**config.mk**
```make
export PLATFORM = sky130hd
export DESIGN_NAME = conv_channel_accumulator
export DESIGN_NICKNAME = d
export VERILOG_FILES = /design/src/rtl/conv_channel_accumulator.sv
export SDC_FILE = /design/constraint.sdc
export NUM_CORES = 1
export LEC_CHECK = 0
export BUFFER_PORTS_ARGS = -buffer_cell sky130_fd_sc_hd__buf_2
export CORE_MARGIN = 10
export CORE_UTILIZATION = 60
export DETAILED_ROUTE_END_ITERATION = 8
export PLACE_DENSITY = 0.82
export SYNTH_ARGS = -nofsm -noshare
export SYNTH_HDL_FRONTEND = slang
export SYNTH_SLANG_ARGS = --single-unit
```
**constraint.sdc**
```tcl
create_clock -name clk -period 3.7 [get_ports clk]
set_input_delay 0.37 -clock clk [delete_from_list [all_inputs] [get_ports clk]]
set_output_delay 0.37 -clock clk [all_outputs]
set_load 0.03 [all_outputs]
```
**src/rtl/conv_channel_accumulator.sv**
```systemverilog
// Multi-lane channel summer: pipelined adder tree, per-pixel group accumulation, bias add and saturation.
// Optional ReLU clamp on the output stage, enabled by defining CONV_CHAN_ACC_RELU_EN.
module conv_channel_accumulator #(
  parameter int unsigned NUM_IN      = 4,
  parameter int unsigned DATA_WIDTH  = 16,
  parameter int unsigned GROUP_WIDTH = 8
) (
  input  logic                         clk,
  input  logic                         reset,
  input  logic [GROUP_WIDTH-1:0]       num_groups_in,
  input  logic [DATA_WIDTH-1:0]        bias_in,
  input  logic                         clear_in,
  input  logic [NUM_IN*DATA_WIDTH-1:0] data_in,
  input  logic [NUM_IN-1:0]            valid_in,
  output logic [DATA_WIDTH-1:0]        data_out,
  output logic                         valid_out,
  output logic                         busy_out,
  output logic                         sat_out
);

  localparam int unsigned TREE_LVLS = $clog2(NUM_IN);
  localparam int unsigned TW        = DATA_WIDTH + TREE_LVLS;
  localparam int unsigned ACC_W     = TW + GROUP_WIDTH;
  localparam int unsigned SW        = ACC_W + 1;

  localparam logic signed [SW-1:0] SAT_MAX = {{(SW-DATA_WIDTH+1){1'b0}}, {(DATA_WIDTH-1){1'b1}}};
  localparam logic signed [SW-1:0] SAT_MIN = {{(SW-DATA_WIDTH+1){1'b1}}, {(DATA_WIDTH-1){1'b0}}};

  logic [TREE_LVLS:0] tree_vld_vec;

  // Adder tree: every level is padded to 2*NUM_IN entries; unused entries stay zero so an
  // odd leftover is simply added to zero, which is the registered pass-through.
  for (genvar k = 0; k <= TREE_LVLS; k++) begin : g_lvl
    logic signed [TW-1:0] s [2*NUM_IN];
    logic                 vld;

    if (k == 0) begin : g_in
      always_comb begin
        for (int j = 0; j < 2*NUM_IN; j++) s[j] = '0;
        for (int j = 0; j < NUM_IN; j++) begin
          if (valid_in[j]) s[j] = TW'($signed(data_in[j*DATA_WIDTH +: DATA_WIDTH]));
        end
        vld = |valid_in;
      end
    end else begin : g_add
      always_ff @(posedge clk or negedge reset) begin
        if (!reset) begin
          vld <= 1'b0;
          for (int j = 0; j < 2*NUM_IN; j++) s[j] <= '0;
        end else begin
          vld <= g_lvl[k-1].vld & ~clear_in;
          for (int j = 0; j < NUM_IN; j++) s[j] <= g_lvl[k-1].s[2*j] + g_lvl[k-1].s[2*j+1];
          for (int j = NUM_IN; j < 2*NUM_IN; j++) s[j] <= '0;
        end
      end
    end

    assign tree_vld_vec[k] = vld;
  end

  logic signed [TW-1:0]    tree_sum;
  logic                    tree_vld;
  logic [GROUP_WIDTH-1:0]  grp_first;
  logic [GROUP_WIDTH-1:0]  grp_cnt;
  logic [GROUP_WIDTH-1:0]  grp_lat;
  logic signed [ACC_W-1:0] acc;
  logic                    fin;

  assign tree_sum  = g_lvl[TREE_LVLS].s[0];
  assign tree_vld  = g_lvl[TREE_LVLS].vld;
  assign grp_first = (num_groups_in == '0) ? GROUP_WIDTH'(1) : num_groups_in;

  // Group accumulation; the group count is captured on the first beat of each pixel.
  always_ff @(posedge clk or negedge reset) begin
    if (!reset) begin
      acc     <= '0;
      grp_cnt <= '0;
      grp_lat <= '0;
      fin     <= 1'b0;
    end else if (clear_in) begin
      acc     <= '0;
      grp_cnt <= '0;
      fin     <= 1'b0;
    end else begin
      fin <= 1'b0;
      if (tree_vld) begin
        if (grp_cnt == '0) begin
          acc     <= ACC_W'(tree_sum);
          grp_lat <= grp_first;
          if (grp_first == GROUP_WIDTH'(1)) fin <= 1'b1;
          else                              grp_cnt <= GROUP_WIDTH'(1);
        end else begin
          acc <= acc + ACC_W'(tree_sum);
          if (grp_cnt + GROUP_WIDTH'(1) == grp_lat) begin
            fin     <= 1'b1;
            grp_cnt <= '0;
          end else begin
            grp_cnt <= grp_cnt + GROUP_WIDTH'(1);
          end
        end
      end
    end
  end

  logic signed [SW-1:0]   pix_sum;
  logic [DATA_WIDTH-1:0]  pix_res;
  logic                   pix_clip;

  // Bias add and saturation; ReLU clamp is applied after saturation and never flags clipping.
  always_comb begin
    pix_sum  = {acc[ACC_W-1], acc} + {{(SW-DATA_WIDTH){bias_in[DATA_WIDTH-1]}}, bias_in};
    pix_clip = 1'b0;
    pix_res  = pix_sum[DATA_WIDTH-1:0];
    if (pix_sum > SAT_MAX) begin
      pix_res  = SAT_MAX[DATA_WIDTH-1:0];
      pix_clip = 1'b1;
    end else if (pix_sum < SAT_MIN) begin
      pix_res  = SAT_MIN[DATA_WIDTH-1:0];
      pix_clip = 1'b1;
    end
`ifdef CONV_CHAN_ACC_RELU_EN
    if (pix_res[DATA_WIDTH-1]) pix_res = '0;
`else
`endif
  end

  always_ff @(posedge clk or negedge reset) begin
    if (!reset) begin
      data_out  <= '0;
      valid_out <= 1'b0;
      sat_out   <= 1'b0;
    end else if (clear_in) begin
      valid_out <= 1'b0;
      sat_out   <= 1'b0;
    end else begin
      valid_out <= fin;
      if (fin) begin
        data_out <= pix_res;
        if (pix_clip) sat_out <= 1'b1;
      end
    end
  end

  assign busy_out = (|(tree_vld_vec >> 1)) | (grp_cnt != '0) | fin;

endmodule

```
* Word-level counts from Yosys, hierarchy flattened
Cells that the tools add are included.
** Storage, ports and cells
- Logic and storage cells :: 66
- Bits in latches :: 0
- Memory bits (read-only) :: 0
- Bits of input ports :: 95
- Memories :: 0
- Flip-flop bits (word level) :: 117
- Memory bits (writable) :: 0
- Output and inout port bits :: 19
** Operators by class
- $add $sub $neg :: 6
- Shifts and indexed selects :: 0
- Eq/ne operators :: 3
- Multipliers :: 0
- Reduce and logical (&&, ||, !) cells :: 12
- Multiplexer cells :: 26
- Bitwise logic cells :: 5
- $lt $le $gt $ge :: 2
- Div/mod/pow operators :: 0
** Operators by type and width (count)
- $mux W26 :: 3
- $mux W18 :: 4
- $add A18 B18 Y18 :: 3
- $mux W8 :: 6
- $mux W16 :: 2
- $add A26 B16 Y27 :: 1
- $gt A27 B16 Y1 const B :: 1
- $lt A27 B16 Y1 const B :: 1
- $add A26 B18 Y26 :: 1
- $logic_not A8 Y1 :: 2
- $mux W1 :: 11
- $add A8 B1 Y8 const B :: 1
- $eq A8 B1 Y1 const B :: 1
- $eq A8 B8 Y1 :: 1
- $reduce_bool A8 Y1 :: 1
- $reduce_and A2 Y1 :: 3
- $reduce_bool A2 Y1 :: 3
- $reduce_or A4 Y1 :: 1
- $ne A3 B3 Y1 const B :: 1
- $reduce_and A3 Y1 :: 1
- $and A1 B1 Y1 :: 2
- $or A1 B1 Y1 :: 2
- $reduce_or A2 Y1 :: 1
- $not A1 Y1 :: 1

* Logic depth before layout (Yosys ltp)
- Depth in word-level cells :: 7
- Depth in mapped cells :: 13
- Depth with buffers taken out :: 13

* Worst setup path before layout
Ideal clock, no wire load.
- Path kind :: in2reg
- Start :: input port bias_in[0]
- End :: register data_out[14]
- Arrival :: 3.086 ns
- Path slack :: 0.472 ns
- Stages :: 13
- Buffers on the path :: 1
- Data required time :: 3.558 ns
- Library setup time :: 0.142 ns
- Path through :: ha_1 -> inv_1 -> fa_1 -> nand2b_1 -> a21o_1 -> a21oi_1 -> a21oi_1 -> or3b_1 -> o311a_1 -> nand4b_1 -> o41ai_4 -> buf_6 -> o311ai_2
** On the way
- Cells in the longest elaborated chain, start to end :: 4
- Elaborated cells on any way between the ends :: 5
- Classes of those cells :: 1 x add/sub; 2 x order compare; 2 x mux
** Ends and longest elaborated chain
- start: declaration :: RTL line 11 : input logic [DATA_WIDTH-1:0] bias_in,
- $add A26 B16 Y27 (*) :: RTL line 111 : pix_sum = {acc[ACC_W-1], acc} + {{(SW-DATA_WIDTH){bias_in[DATA_WIDTH-1]}}, bias_in};
- $lt A27 B16 Y1 :: RTL line 117 : end else if (pix_sum < SAT_MIN) begin
- $mux W16 :: RTL line 117
- $mux W16 (*) :: RTL line 114 : if (pix_sum > SAT_MAX) begin
- end signal: assignment :: RTL line 138 : data_out <= pix_res;
- end: declaration :: RTL line 15 : output logic [DATA_WIDTH-1:0] data_out,
Every way passes the cells marked *; elsewhere a longest branch is shown, timed or not.
A chain may end at the register's enable or synchronous reset.

* Final worst setup path
- Start :: register acc[1]
- End :: register acc[15]
** On the way
- Cells in the longest elaborated chain, start to end :: 4
** Ends and longest elaborated chain
- start: declaration :: RTL line 66 : logic signed [ACC_W-1:0] acc;
- start signal: assignment :: RTL line 88 : acc <= ACC_W'(tree_sum);
- start signal: assignment :: RTL line 93 : acc <= acc + ACC_W'(tree_sum);
- $add A26 B18 Y26 :: RTL line 93
- $mux W26 :: RTL line 87 : if (grp_cnt == '0) begin
- $mux W26 :: RTL line 86 : if (tree_vld) begin
- $mux W26 :: RTL line 80 : end else if (clear_in) begin
No other way between the ends. The select of a mux whose other input is x is not followed.

==> impl_results.md <==
- Status: complete, but fails checks
- Failing checks: negative hold slack
- Syn nets: 1312
- Routed vias/inst: 5.75
- Mapped cell area: 9600 um2
- TritonCTS sink count: 117
- Most used DFF post-synth: dfrtp_1
- Post-synthesis sequential area ratio: 30.5%
- Power Internal: 3.43 mW
- Async SR Flop Fraction: 100%
- Final net count: 1422
- Layout fillers: 1272
- Seq cells post-synth: 117
- GR Util met1: 26.8%
- Seq pwr share: 30.5%
- CP peak stage delay: 0.51 ns
- Num rows: 46
- Slew at the pin closest to its max-slew limit: 0.636 ns
- Placed Cells: 1416
- Gate Count Post-Synth: 1110
- GP Congestion: 0.905
- Root buf cell: clkbuf_16
- WS Path Type: reg2reg
- GR peak layer: met2
- Sw Pwr: 2.06 mW
- Register Area: 2930 um2
- DP Worst Slack: 0.244 ns
- GRT overflow: 0
- Switching Share: 37.5%
- Clock network power share: 28.4%
- DRT iter0 DRCs: 445
- Largest net degree at the start of global routing: 53
- Starting Density: 60.8%
- Startpoint types: flip-flop
- Layout Cells excl Fill: 1449
- Path depth of the worst reg2reg path: 11
- Num CTS Buffers: 17
- CP Max Fanout: 5
- Pre-antenna DRT Iters: 5
- Area Overhead vs Synth: 14.0%
- Setup ws final: 0.313 ns
- Slowest-stage cell, CP: a2111oi_0
- Synth cell types: 80
- Core Util, Final: 69.4%
- Combinational power share: 41.1%
- H-tree Lvls: 4
- Max VDD drop: 0.322 mV
- Remaining antenna violation count: 0
- CTS tree: built
- Total GRT Usage: 20.6%
- Met2 usage: 33.8%
- Slew HR: 57.6%
- RSZ-0062 raised after global routing: no
- Yosys synthesis warning count: 0
- Minimum clock period: 3.39 ns
- Number of global-route vias before repair: 8288
- EDFF count, synth: 0
- WL/cell: 15.0 um
- Power Density: 502 nW/um2
- Average size of a mapped cell: 8.64 um2
- Routed wire length: 21800 um
- Worst hold slack: -0.0277 ns
- IO buf count: 113
- Ports: 114
- CP cell instances: ha_1 -> a211oi_1 -> o21ai_0 -> a2111oi_0 -> buf_4 -> o31ai_1 -> and2_1 -> o21ai_0 -> mux2i_1 -> nor2_1 -> a2111oi_0
- Later-pin clock latency in the skew report: 0.42 ns
- Layout cell share with drive strength beyond 1: 15.4%
- Die Width: 146 um
- Core area: 15800 um2
- Chip height: 146 um
- Total number of vias: 8338
- Global-route wire length before repair: 37900 um
- # DRC: 0
- Final hold viol count: 50
- Die area: 21500 um2
- Clock Tree Buf Depth: 2
- Grt met3 use: 4.48%
- Area occupied by multi-input gates: 6320 um2
- Diode count: 0
- Tcrit/Tclk final: 91.5%
- Final Power: 5.49 mW
- Final Skew: 0.00874 ns
- Fmax: 0.295 GHz
- Slew Viols, Final: 0
- CTS clk-pin slew, worst paths: 0.06 ns
- Initial antenna violation count: 0
- Crit path DAT: 3.65 ns
- Final setup fails: 0
- Setup TNS: 0 ns
- Worst EP required: 3.96 ns
- Crit. End Element: flip-flop
- Worst hold-check path type: in2async
- DPL Wire Length: 17100 um
- Max-cap violations: 0
- Lkg Pwr: 5.27 nW
==> sequential cells by signal, summed over array words and instances (netlist names) <==
name / flops
g_lvl.vld: 2
g_lvl.s: 36
fin: 1
data_out: 16
sat_out: 1
tree_sum: 18
acc: 26
grp_lat: 8
grp_cnt: 8
valid_out: 1
==> power by group through the flow <==
stage               clock network (mW)  logic (mW)  registers (mW)
floorplan                            0        1.77            1.65
detailed placement                   0        2.22            1.70
CTS                               1.57        2.23            1.68
global placement                     0        2.17            1.69
finish                            1.56        2.26            1.68
global route                      1.64        2.55            1.71
==> per-stage QoR <==
step                      cell area, um2  hold slack (ns)
after floorplan                     9600           0.0744
after global placement             10400            0.430
after detailed placement           10400            0.438
after CTS                          10900         0.000889
after global routing               10900           0.0192
final                              10900          -0.0277
==> synth_stat cells, drive strengths merged, types with 5 or more instances <==
library cell / n / area, um2
o311ai: 15 / 139
and3: 8 / 50.1
nor2: 87 / 327
a21o: 24 / 180
o21a: 16 / 121
o21ai: 61 / 305
clkbuf: 23 / 86.3
a21oi: 91 / 459
a211oi: 11 / 92.6
or2: 5 / 33.8
nor4: 7 / 50.1
o211ai: 6 / 55.1
mux2: 7 / 78.8
xor2: 27 / 236
nand3: 24 / 120
nor2b: 11 / 68.8
a21boi: 7 / 52.6
and2: 67 / 419
ha: 102 / 1280
a2111oi: 5 / 50.0
or3: 15 / 93.8
nand2b: 10 / 62.6
dfrtp: 117 / 2930
o311a: 5 / 50.1
nor3b: 5 / 42.5
xnor2: 56 / 490
a311oi: 14 / 123
inv: 53 / 199
nand2: 113 / 424
a41oi: 6 / 60.1
fa: 5 / 100
nor3: 25 / 130
buf: 11 / 70.1
a31oi: 8 / 65.1
o21bai: 7 / 52.6
o31ai: 9 / 67.6
==> per-layer routing <==
| layer | part of all wire (%) | vias up |
|---|---|---|
| met5 | 0 | - |
| met4 | 1.5 | 0 |
| met3 | 5.3 | 29 |
| met2 | 46 | 254 |
| met1 | 47 | 3822 |
| li1 | - | 4233 |
==> critical path: cells and delay by family (launching register included) <==
kind | cells | cell delay (ns)
adder cells (fa/ha/maj) | 1 | 0.31
AND/OR/NAND/NOR | 2 | 0.27
AO/OA/AOI/OAI | 6 | 1.82
flip-flops | 1 | 0.42
multiplexers | 1 | 0.23
buffers and inverters | 1 | 0.20
==> timing repair <==
item / in CTS / in global routing
hold buffers: 0 / 0
buffers inserted: 0 / 1
gates resized for setup: 0 / 1
endpoints found under the setup margin: 0 / 13
hold endpoints to repair: 0 / 0
==> layout by cell type, fill, tap and decap left out, types with 7 or more instances in the layout <==
master,Yosys,routed
o21bai_1,7,7
a31oi_1,7,7
nor3_1,24,24
and3_1,8,8
xnor2_1,56,56
o31ai_1,9,9
a21oi_1,90,90
xor2_1,27,27
nand2b_1,10,10
inv_1,53,53
a21o_1,24,24
nand2_1,113,113
clkbuf_16,0,17
buf_4,0,13
nand3_1,24,24
and2_1,67,67
nor2b_1,11,11
buf_2,5,112
a211oi_1,9,8
o311ai_1,14,14
mux2_2,7,7
or3_1,15,15
nor2_1,87,87
ha_1,102,102
o21ai_0,59,59
o21a_1,15,15
a311oi_1,14,14
dfrtp_1,117,117
==> cell families after synthesis <==
kind of cell / synth area share [%]
buffers and inverters: 3.70
AND/OR/NAND/NOR: 20.4
AO/OA/AOI/OAI: 22.5
XOR/XNOR: 7.58
multiplexers: 1.03
flip-flops: 30.5
adder cells (fa/ha/maj): 14.3
==> cell type report <==
cell class / count / share of cell area (%)
tap: 216 / 2.47
clock inverter: 14 / 1.16
inverter: 53 / 1.82
multi-input combinational: 906 / 57.8
sequential: 117 / 26.8
clock buffer: 18 / 4.02
timing repair buffer: 125 / 6.02
==> path summary, 6_finish.rpt <==
| kind | slack [ns] | to | startpoint |
|---|---|---|---|
| setup / recovery | 0.31 | acc[15] | acc[1] |
| hold / removal | -0.03 | grp_cnt[1] | reset |
| setup reg to reg | 0.31 | acc[15] | acc[1] |
| hold reg to reg | 0.48 | tree_sum[0] | g_lvl[1].s[126] |
| max in group asynchronous | 2.83 | g_lvl[1].s[139] | reset |
| min in group clk | 0.21 | grp_lat[5] | num_groups_in[5] |
No activity file was read; power rests on OpenSTA's default activity.
